### src/rtl/rng_bit_harvester_if.sv
// Control, status and byte-output signals of the raw-bit harvester.
// The harvester drives the slave outputs; the host/control side uses master.
interface rng_bit_harvester_if;
    logic       en;
    logic       rng_in;
    logic       bypass_vn;
    logic       clr_fail;
    logic       byte_ready;
    logic [7:0] byte_out;
    logic       byte_valid;
    logic       health_fail;
    logic [7:0] drop_cnt;

    modport master (
        output en, rng_in, bypass_vn, clr_fail, byte_ready,
        input  byte_out, byte_valid, health_fail, drop_cnt
    );

    modport slave (
        input  en, rng_in, bypass_vn, clr_fail, byte_ready,
        output byte_out, byte_valid, health_fail, drop_cnt
    );
endinterface

### src/rtl/rng_bit_harvester.sv
// Samples a free-running raw bit, health-tests it, debiases it and packs MSB-first bytes.
// Byte is valid the cycle after its completing strobe; a full, unaccepted output register drops new bytes and counts them.
module rng_bit_harvester #(
    parameter int DIV       = 4,
    parameter int RCT_LIMIT = 32
) (
    input  logic               clk,
    input  logic               rst,
    rng_bit_harvester_if.slave bus
);

    localparam int PW = (DIV > 1) ? $clog2(DIV) : 1;
    localparam int RW = $clog2(RCT_LIMIT + 1);
    localparam logic [PW-1:0] PCNT_MAX = PW'(DIV - 1);
    localparam logic [RW-1:0] RCT_MAX  = RW'(RCT_LIMIT);

    logic          s1_q, s2_q;
    logic [PW-1:0] pcnt_q, pcnt_d;
    logic          last_smp_q, last_smp_d;
    logic [RW-1:0] rep_cnt_q, rep_cnt_d, rep_nxt;
    logic          health_fail_q, health_fail_d;
    logic          ph_q, ph_d;
    logic          first_q, first_d;
    logic          bypass_q;
    logic [7:0]    sreg_q, sreg_d;
    logic [2:0]    bcnt_q, bcnt_d;
    logic [7:0]    byte_out_q, byte_out_d;
    logic          byte_valid_q, byte_valid_d;
    logic [7:0]    drop_cnt_q, drop_cnt_d;

    logic       stb, smp, trip;
    logic       emit, emit_bit, emit_g;
    logic       byte_done, load, xfer;
    logic [7:0] new_byte;

    always_comb begin
        stb    = bus.en && (pcnt_q == PCNT_MAX);
        smp    = s2_q;
        pcnt_d = (!bus.en || stb) ? '0 : pcnt_q + PW'(1);

        // rep_cnt of zero marks "no sample yet" after reset or clear
        if (rep_cnt_q == '0 || smp != last_smp_q) begin
            rep_nxt = RW'(1);
        end else if (rep_cnt_q < RCT_MAX) begin
            rep_nxt = rep_cnt_q + RW'(1);
        end else begin
            rep_nxt = rep_cnt_q;
        end
        trip          = stb && (rep_nxt == RCT_MAX);
        rep_cnt_d     = bus.clr_fail ? '0 : (stb ? rep_nxt : rep_cnt_q);
        last_smp_d    = stb ? smp : last_smp_q;
        health_fail_d = trip ? 1'b1 : (bus.clr_fail ? 1'b0 : health_fail_q);

        ph_d     = ph_q;
        first_d  = first_q;
        emit     = 1'b0;
        emit_bit = smp;
        if (stb) begin
            if (bus.bypass_vn) begin
                emit = 1'b1;
            end else if (!ph_q) begin
                first_d = smp;
                ph_d    = 1'b1;
            end else begin
                ph_d     = 1'b0;
                emit     = (first_q != smp);
                emit_bit = first_q;
            end
        end
        if (!bus.en || (bus.bypass_vn != bypass_q)) begin
            ph_d = 1'b0;
        end
        emit_g = emit && !health_fail_q;

        new_byte  = {sreg_q[6:0], emit_bit};
        sreg_d    = sreg_q;
        bcnt_d    = bcnt_q;
        byte_done = 1'b0;
        if (emit_g) begin
            sreg_d = new_byte;
            if (bcnt_q == 3'd7) begin
                byte_done = 1'b1;
                bcnt_d    = 3'd0;
            end else begin
                bcnt_d = bcnt_q + 3'd1;
            end
        end

        // A byte may load into a register that is emptying on this same edge
        xfer         = byte_valid_q && bus.byte_ready;
        load         = byte_done && (!byte_valid_q || bus.byte_ready);
        byte_valid_d = load ? 1'b1 : (xfer ? 1'b0 : byte_valid_q);
        byte_out_d   = load ? new_byte : byte_out_q;
        drop_cnt_d   = (byte_done && !load && drop_cnt_q != 8'hFF) ? drop_cnt_q + 8'd1 : drop_cnt_q;
    end

    always_ff @(posedge clk) begin
        if (rst) begin
            s1_q          <= 1'b0;
            s2_q          <= 1'b0;
            pcnt_q        <= '0;
            last_smp_q    <= 1'b0;
            rep_cnt_q     <= '0;
            health_fail_q <= 1'b0;
            ph_q          <= 1'b0;
            first_q       <= 1'b0;
            bypass_q      <= 1'b0;
            sreg_q        <= 8'h00;
            bcnt_q        <= 3'd0;
            byte_out_q    <= 8'h00;
            byte_valid_q  <= 1'b0;
            drop_cnt_q    <= 8'h00;
        end else begin
            s1_q          <= bus.rng_in;
            s2_q          <= s1_q;
            pcnt_q        <= pcnt_d;
            last_smp_q    <= last_smp_d;
            rep_cnt_q     <= rep_cnt_d;
            health_fail_q <= health_fail_d;
            ph_q          <= ph_d;
            first_q       <= first_d;
            bypass_q      <= bus.bypass_vn;
            sreg_q        <= sreg_d;
            bcnt_q        <= bcnt_d;
            byte_out_q    <= byte_out_d;
            byte_valid_q  <= byte_valid_d;
            drop_cnt_q    <= drop_cnt_d;
        end
    end

    assign bus.byte_out    = byte_out_q;
    assign bus.byte_valid  = byte_valid_q;
    assign bus.health_fail = health_fail_q;
    assign bus.drop_cnt    = drop_cnt_q;

endmodule

### src/flat_wrapper.sv
// flat-port wrapper written by rule: the top's interface ports become plain ports
module rng_bit_harvester_flat 
#(
    parameter int DIV       = 4,
    parameter int RCT_LIMIT = 32
)
  (clk, rst, bus_en, bus_rng_in, bus_bypass_vn, bus_clr_fail, bus_byte_ready, bus_byte_out, bus_byte_valid, bus_health_fail, bus_drop_cnt);
  rng_bit_harvester_if bus_i ();
  input  logic clk;
  input  logic rst;
  input wire logic [$bits(bus_i.en)-1:0] bus_en;
  input wire logic [$bits(bus_i.rng_in)-1:0] bus_rng_in;
  input wire logic [$bits(bus_i.bypass_vn)-1:0] bus_bypass_vn;
  input wire logic [$bits(bus_i.clr_fail)-1:0] bus_clr_fail;
  input wire logic [$bits(bus_i.byte_ready)-1:0] bus_byte_ready;
  output wire logic [$bits(bus_i.byte_out)-1:0] bus_byte_out;
  output wire logic [$bits(bus_i.byte_valid)-1:0] bus_byte_valid;
  output wire logic [$bits(bus_i.health_fail)-1:0] bus_health_fail;
  output wire logic [$bits(bus_i.drop_cnt)-1:0] bus_drop_cnt;
  assign bus_i.en = bus_en;
  assign bus_i.rng_in = bus_rng_in;
  assign bus_i.bypass_vn = bus_bypass_vn;
  assign bus_i.clr_fail = bus_clr_fail;
  assign bus_i.byte_ready = bus_byte_ready;
  assign bus_byte_out = bus_i.byte_out;
  assign bus_byte_valid = bus_i.byte_valid;
  assign bus_health_fail = bus_i.health_fail;
  assign bus_drop_cnt = bus_i.drop_cnt;
  rng_bit_harvester #(.DIV(DIV), .RCT_LIMIT(RCT_LIMIT)) u_core (.clk(clk), .rst(rst), .bus(bus_i));
endmodule
### config.mk
export PLATFORM = sky130hd
export DESIGN_NAME = rng_bit_harvester_flat
export DESIGN_NICKNAME = d
export VERILOG_FILES = /design/src/rtl/rng_bit_harvester_if.sv /design/src/rtl/rng_bit_harvester.sv /design/src/flat_wrapper.sv
export SDC_FILE = /design/constraint.sdc
export NUM_CORES = 1
export LEC_CHECK = 0
export CAP_MARGIN = 10
export CORE_MARGIN = 2
export CORE_UTILIZATION = 40
export DETAILED_ROUTE_END_ITERATION = 16
export HOLD_SLACK_MARGIN = 0.15
export PLACE_DENSITY = 0.61
export SYNTH_ARGS = -nofsm -noshare
export SYNTH_HDL_FRONTEND = slang
export SYNTH_SLANG_ARGS = --single-unit
### constraint.sdc
create_clock -name clk -period 1.9 [get_ports clk]
set_clock_uncertainty 0.05 [all_clocks]
set_input_delay 0.19 -clock clk [delete_from_list [all_inputs] [get_ports clk]]
set_output_delay 0.19 -clock clk [all_outputs]
set_load 0.03 [all_outputs]
==> results.ini, run 1 <==
[worst_hold_path]
min_path_cells=1
hold_end=u_core.pcnt_q[0]$_SDFF_PP0_
hold_class=register to register
min_from=u_core.pcnt_q[0]$_SDFF_PP0_

[timing]
setup_slack_ns=0.0530
setup_viol=0
finalCritPeriodShare_pct=97.2
drv_slew=0
fmax_ghz=0.541
slew_headroom_pct=68.9
tightestPinTransition_ns=0.462
hold_viol=0
finalCriticalPeriod_ns=1.85

[critical_path]
reg2reg_from=u_core.pcnt_q[0]$_SDFF_PP0_
cpLargestDelayFamily=simple AND/OR/NAND/NOR gates
reg2regPathDepth=6
r2r-end=u_core.bus.drop_cnt[6]$_SDFFE_PP0P_
worst_setup_path_start_kind=register
endpoint_kind=register
critPathMaxStageDelay_ns=0.52
crit_buf_inv=1
arrival_ns=2.02
cp_slowest_cell=or4_4
cp_max_fo=18
worstPathCellList=ha_4 -> nand2_2 -> a2111o_1 -> buf_6 -> or4_4 -> a21oi_2
crit_type=register to register
required_ns=2.08
r2r_setup_slack_ns=0.05

[pwr]
ir_drop_v=0.000445
cell_internal_pwr_uw=1470
cellPowerDensity_nw_per_um2=719
comb_power_share_pct=3.3
p_sw_share_pct=19.0
p_clk_share_pct=47.9
pwr-share-seq_pct=48.8
leakage_uw=0.000950
p_sw_uw=346

[detailed_routing]
viasPerCell=5.30
postRouteAntennaNets=0
vias=1637
wl_per_cell_um=13.0
initialDrtViolationCount=81
drt_first_pass_iters=4
drc_errors=0
routed_wl_mm=4.03

[clocking]
clock_sinks=42
ctsHoldBuffers=0
clock_path_buffers=2
clkLatencyLatePin_ns=0.30
h-tree-depth=2
cts_tree=built
cts_root_buf=clkbuf_8
cts_buffers=5
clkTransAtPathRegs_ns=0.08
cts_setup_buffers=0

[cells_and_area]
area_growth_pct=30.5
diodes=0
drive_above_1_share_pct=16.1
fin_nets=267
final_common_cell=dfxtp_1
final_cell_mix=39 x dfxtp_1, 24 x clkdlybuf4s50_1, 22 x nand2_1
utilization_pct=54.0
stdcell_count=309

[placed_design]
hpwl_mm=2.74
gp_congestion=0.822
dp_worst_setup_slack_ns=-0.223
dp_cells=301
portBuffers=24

[global_routing]
grt_pass1_wl_mm=6.80
gr-usage-met3_pct=4.80
grt_util_met2_pct=25.8
grt_overflow=0
grtUsageTotal_pct=16.1
grt_pass1_vias=1528
grt_max_degree=30
grt-busiest-layer=met2
antenna_found_initial=0
use_met1_pct=20.6

[floorplan]
die_w_um=73.7
row_count=25
initial_core_util_pct=41.4
coreArea_um2=4690
fp.dieH_um=73.7
fp.dieArea_um2=5430
ios=25

[synthesis]
synth-async-reset-ratio_pct=0
syn_avg_cell_area_um2=9.03
ys_ff_latch=42
ys.flop_type=dfxtp_1
yosys_warnings=0
syn_nets=228
synth_area_um2=1940
yosysSeqAreaShare_pct=43.3
synth_edf_count=0
synthCells=215
netlist-cell-type-count=47

[run]
cap_violations=0

[status]
outcome=complete, no violations

## worst max path at each step
stage                                                   start  slack [ns]                                  end  depth (start not counted)
after CTS                         u_core.pcnt_q[0]$_SDFF_PP0_       0.003  u_core.bus.drop_cnt[5]$_SDFFE_PP0P_                          6
after global routing              u_core.pcnt_q[0]$_SDFF_PP0_       -0.02  u_core.bus.drop_cnt[6]$_SDFFE_PP0P_                          6
after floorplan           u_core.bus.drop_cnt[0]$_SDFFE_PP0P_        0.02  u_core.bus.drop_cnt[5]$_SDFFE_PP0P_                          5
after global placement                          bus_bypass_vn       -0.20  u_core.bus.drop_cnt[5]$_SDFFE_PP0P_                          6
after detailed placement                        bus_bypass_vn       -0.22  u_core.bus.drop_cnt[7]$_SDFFE_PP0P_                          6
final                             u_core.pcnt_q[0]$_SDFF_PP0_        0.05  u_core.bus.drop_cnt[6]$_SDFFE_PP0P_                          6
## cell type report
class                           instances  area, um2
Clock buffer                            6       82.6
Timing Repair Buffer                   43        399
Inverter                               10       37.5
Tap cell                               54       67.6
Multi-Input combinational cell        152       1040
Fill cell                             443       2160
Clock inverter                          2       60.1
Sequential cell                        42        845
## what timing repair did
item,4_1_cts,5_1_grt
pin swaps,1,2
resized for setup,1,9
setup endpoints to repair,4,8
## state kept, by name (all words and copies together) (netlist names)
signal,cells
u_core.first_q,1
u_core.bus.drop_cnt,8
u_core.ph_q,1
u_core.bypass_q,1
u_core.pcnt_q,2
u_core.sreg_q,7
u_core.rep_cnt_q,6
u_core.bus.health_fail,1
u_core.s2_q,1
u_core.bus.byte_out,8
u_core.last_smp_q,1
u_core.bcnt_q,3
u_core.bus.byte_valid,1
u_core.s1_q,1
## power by group through the flow
stage | clock (uW) | sequential (uW) | combinational [uW]
after floorplan | 0 | 907 | 32.0
after global placement | 0 | 908 | 59.1
after detailed placement | 0 | 908 | 59.5
after CTS | 900 | 888 | 60.2
after global routing | 930 | 889 | 66.3
final | 873 | 888 | 59.7
## per-layer routing
layer | vias to the layer above | routed length (um) | share of wire (%)
li1 | 852 | - | -
met1 | 753 | 2040 | 51
met2 | 27 | 1760 | 44
met3 | 5 | 185 | 4.6
met4 | 0 | 43 | 1.1
met5 | - | 0 | 0
## kinds of logic (layout without fill, tap and decap cells)
| kind of cell | Yosys count | count (layout) | synth area share, % |
|---|---|---|---|
| compound gates | 43 | 43 | 15.3 |
| xor+xnor | 3 | 3 | 1.35 |
| fa+ha+maj | 6 | 6 | 3.87 |
| buf+inv | 21 | 61 | 4.70 |
| flops | 42 | 42 | 43.3 |
| mux | 18 | 18 | 9.34 |
| simple gates | 82 | 82 | 22.1 |
## synth_stat cells (all sizes together), types with 3 or more instances
cell	count	area share [%]
a211o	3	1.4
a211oi	3	1.2
a21oi	12	3.1
a31oi	3	0.97
buf	4	1.4
clkbuf	7	1.4
dfxtp	42	43
ha	6	3.9
inv	10	1.9
mux2i	17	8.8
nand2	23	4.4
nand2b	5	1.6
nand3	5	1.3
nor2	18	3.6
nor2b	3	0.97
o21ai	5	1.3
o31ai	5	1.9
or3	7	2.3
or4	6	2.3
## metrics by stage
step | instance area (um2) | TNS [ns] | power, uW | hold WS [ns]
2_1_floorplan | 1950 | 0 | 939 | 0.268
3_3_place_gp | 2360 | -1.85 | 967 | 0.366
3_5_place_dp | 2360 | -2.03 | 968 | 0.378
4_1_cts | 2510 | 0 | 1850 | 0.387
5_1_grt | 2530 | -0.0435 | 1890 | 0.400
6_report | 2530 | 0 | 1820 | 0.385
No activity file was read; power rests on OpenSTA's default activity.
==> run 2, diff against run 1 <==
--- a/config.mk
+++ b/config.mk
@@ -5,12 +5,12 @@
 export SDC_FILE = /design/constraint.sdc
 export NUM_CORES = 1
 export LEC_CHECK = 0
-export CAP_MARGIN = 10
 export CORE_MARGIN = 2
 export CORE_UTILIZATION = 40
 export DETAILED_ROUTE_END_ITERATION = 16
 export HOLD_SLACK_MARGIN = 0.15
 export PLACE_DENSITY = 0.61
+export SLEW_MARGIN = 20
 export SYNTH_ARGS = -nofsm -noshare
 export SYNTH_HDL_FRONTEND = slang
 export SYNTH_SLANG_ARGS = --single-unit
==> results of run 2 <==
Final layout, timing and power as in run 1 (identical DEF).
==> run 3, diff against run 2 <==
--- a/config.mk
+++ b/config.mk
@@ -5,10 +5,9 @@
 export SDC_FILE = /design/constraint.sdc
 export NUM_CORES = 1
 export LEC_CHECK = 0
-export CORE_MARGIN = 2
+export CORE_MARGIN = 3
 export CORE_UTILIZATION = 40
 export DETAILED_ROUTE_END_ITERATION = 16
-export HOLD_SLACK_MARGIN = 0.15
 export PLACE_DENSITY = 0.61
 export SLEW_MARGIN = 20
 export SYNTH_ARGS = -nofsm -noshare
==> run 3 against run 2 <==
  * Core utilization up 1.8 points
  * Worst hold slack got worse by 0.0092 ns
  * Global-route usage fell by 0.90 points
  * Clock power shrank 20%
  * Largest power group unchanged
==> results.ini, run 3 (synthesis gave the netlist of run 1 again) <==
[timing]
final.setup.tns_ns=0
drv_slew=0
whs_ns=0.376
fmax_ghz=0.539
finalCritPeriodShare_pct=97.6
setup_viol=0
finalCriticalPeriod_ns=1.85
slew_headroom_pct=68.9
tightestPinTransition_ns=0.462
hold_viol=0

[placed_design]
gp_congestion=0.786
hpwl_mm=2.80
dp_cells=303
portBuffers=24
place_area_um2=2380

[cells_and_area]
multi_input_area_um2=1030
area_growth_pct=29.5
final_common_cell=dfxtp_1
fill_cells=429
final_cell_area_um2=2510
stdcell_count=312
regArea_um2=843
utilization_pct=55.8
diodes=0
drive_above_1_share_pct=16.2
fin_nets=272
final_cell_mix=40 x dfxtp_1, 24 x clkdlybuf4s50_1, 22 x nand2_1

[run]
cap_violations=0

[floorplan]
fp.dieArea_um2=5730
die_w_um=75.7
row_count=24
fp.dieH_um=75.7
coreArea_um2=4500
ios=25
initial_core_util_pct=43.1

[clocking]
clkLatencyLatePin_ns=0.30
cts_root_buf=clkbuf_8
clock_sinks=42
h-tree-depth=2
cts_tree=built
clock_path_buffers=2
cts_buffers=5
clkTransAtPathRegs_ns=0.07
cts_setup_buffers=0

[status]
outcome=complete, no violations

[detailed_routing]
routed_wl_mm=4.00
vias=1665
wl_per_cell_um=12.8
drc_errors=0
viasPerCell=5.34
postRouteAntennaNets=0
initialDrtViolationCount=74
drt_first_pass_iters=4

[global_routing]
grt_pass1_wl_mm=6.64
grt_max_degree=18
grt_pass1_vias=1463
grt_overflow=0
antenna_found_initial=0
grtUsageTotal_pct=15.2

[critical_path]
critPathMaxStageDelay_ns=0.52
crit_type=primary input to register
cp_max_fo=7
cp_slowest_cell=clkdlybuf4s50_1
worst_setup_path_start_kind=primary input
crit_path_start=bus_bypass_vn
endpoint_kind=register
required_ns=2.07
reg2reg_from=u_core.pcnt_q[0]$_SDFF_PP0_
arrival_ns=2.03
worstPathCellList=clkdlybuf4s50_1 -> nor2_1 -> a2111o_1 -> buf_6 -> or4_1 -> a21oi_1
r2r_setup_slack_ns=0.05

[worst_hold_path]
min_from=u_core.pcnt_q[0]$_SDFF_PP0_
hold_class=register to register

[pwr]
ir_drop_v=0.000436
cellPowerDensity_nw_per_um2=654
leakage_uw=0.000950

[run 3: path summary, 6_finish.rpt]
path                                                       endpoint  depth (start not counted)
worst max-delay path            u_core.bus.drop_cnt[4]$_SDFFE_PP0P_                          6
worst min-delay path                    u_core.pcnt_q[0]$_SDFF_PP0_                          1
worst max register to register  u_core.bus.drop_cnt[4]$_SDFFE_PP0P_                          6
worst min register to register          u_core.pcnt_q[0]$_SDFF_PP0_                          1
[run 3: final cells by class]
cell class | count | share of cell area [%]
clock inverters | 1 | 1.19
multi-input cells | 152 | 40.9
clock buffers | 7 | 3.03
well taps | 52 | 2.59
repair buffers | 48 | 17.3
inverters | 10 | 1.49
flip-flops and latches | 42 | 33.5
[run 3: power breakdown]
part           switching, uW  leakage, uW  internal (uW)
sequential              2.66     0.000340            885
combinational           30.8     0.000557           30.0
clock                    302    0.0000524            393
total                    336     0.000950           1310
[run 3: what timing repair did]
item	in CTS	in global routing
pin swaps	0	3
endpoints found under the hold margin	0	0
gates cloned	0	1
resized for setup	1	6
hold buffers	0	0
setup endpoints to repair	1	6
[run 3: through the flow]
stage / setup WS (ns) / total power (uW)
floorplan: 0.0166 / 939
detailed placement: -0.232 / 969
CTS: 0.00372 / 1660
finish: 0.0458 / 1640
global placement: -0.181 / 969
global route: -0.0125 / 1700
[run 3: metal layers]
| layer | global-route usage (%) | part of all wire, % | vias to the layer above |
|---|---|---|---|
| met1 | 20.5 | 49 | 764 |
| met4 | 6.99 | 1.6 | 0 |
| li1 | - | - | 867 |
| met2 | 23.1 | 46 | 29 |
| met3 | 3.43 | 3.6 | 5 |
| met5 | 0 | 0 | - |
[run 3: critical path: cells and delay by family]
| family | cells | cell delay, ns |
|---|---|---|
| AOI/OAI and AO/OA | 2 | 0.58 |
| buffers and inverters | 2 | 0.67 |
| and+or+nand+nor | 2 | 0.57 |
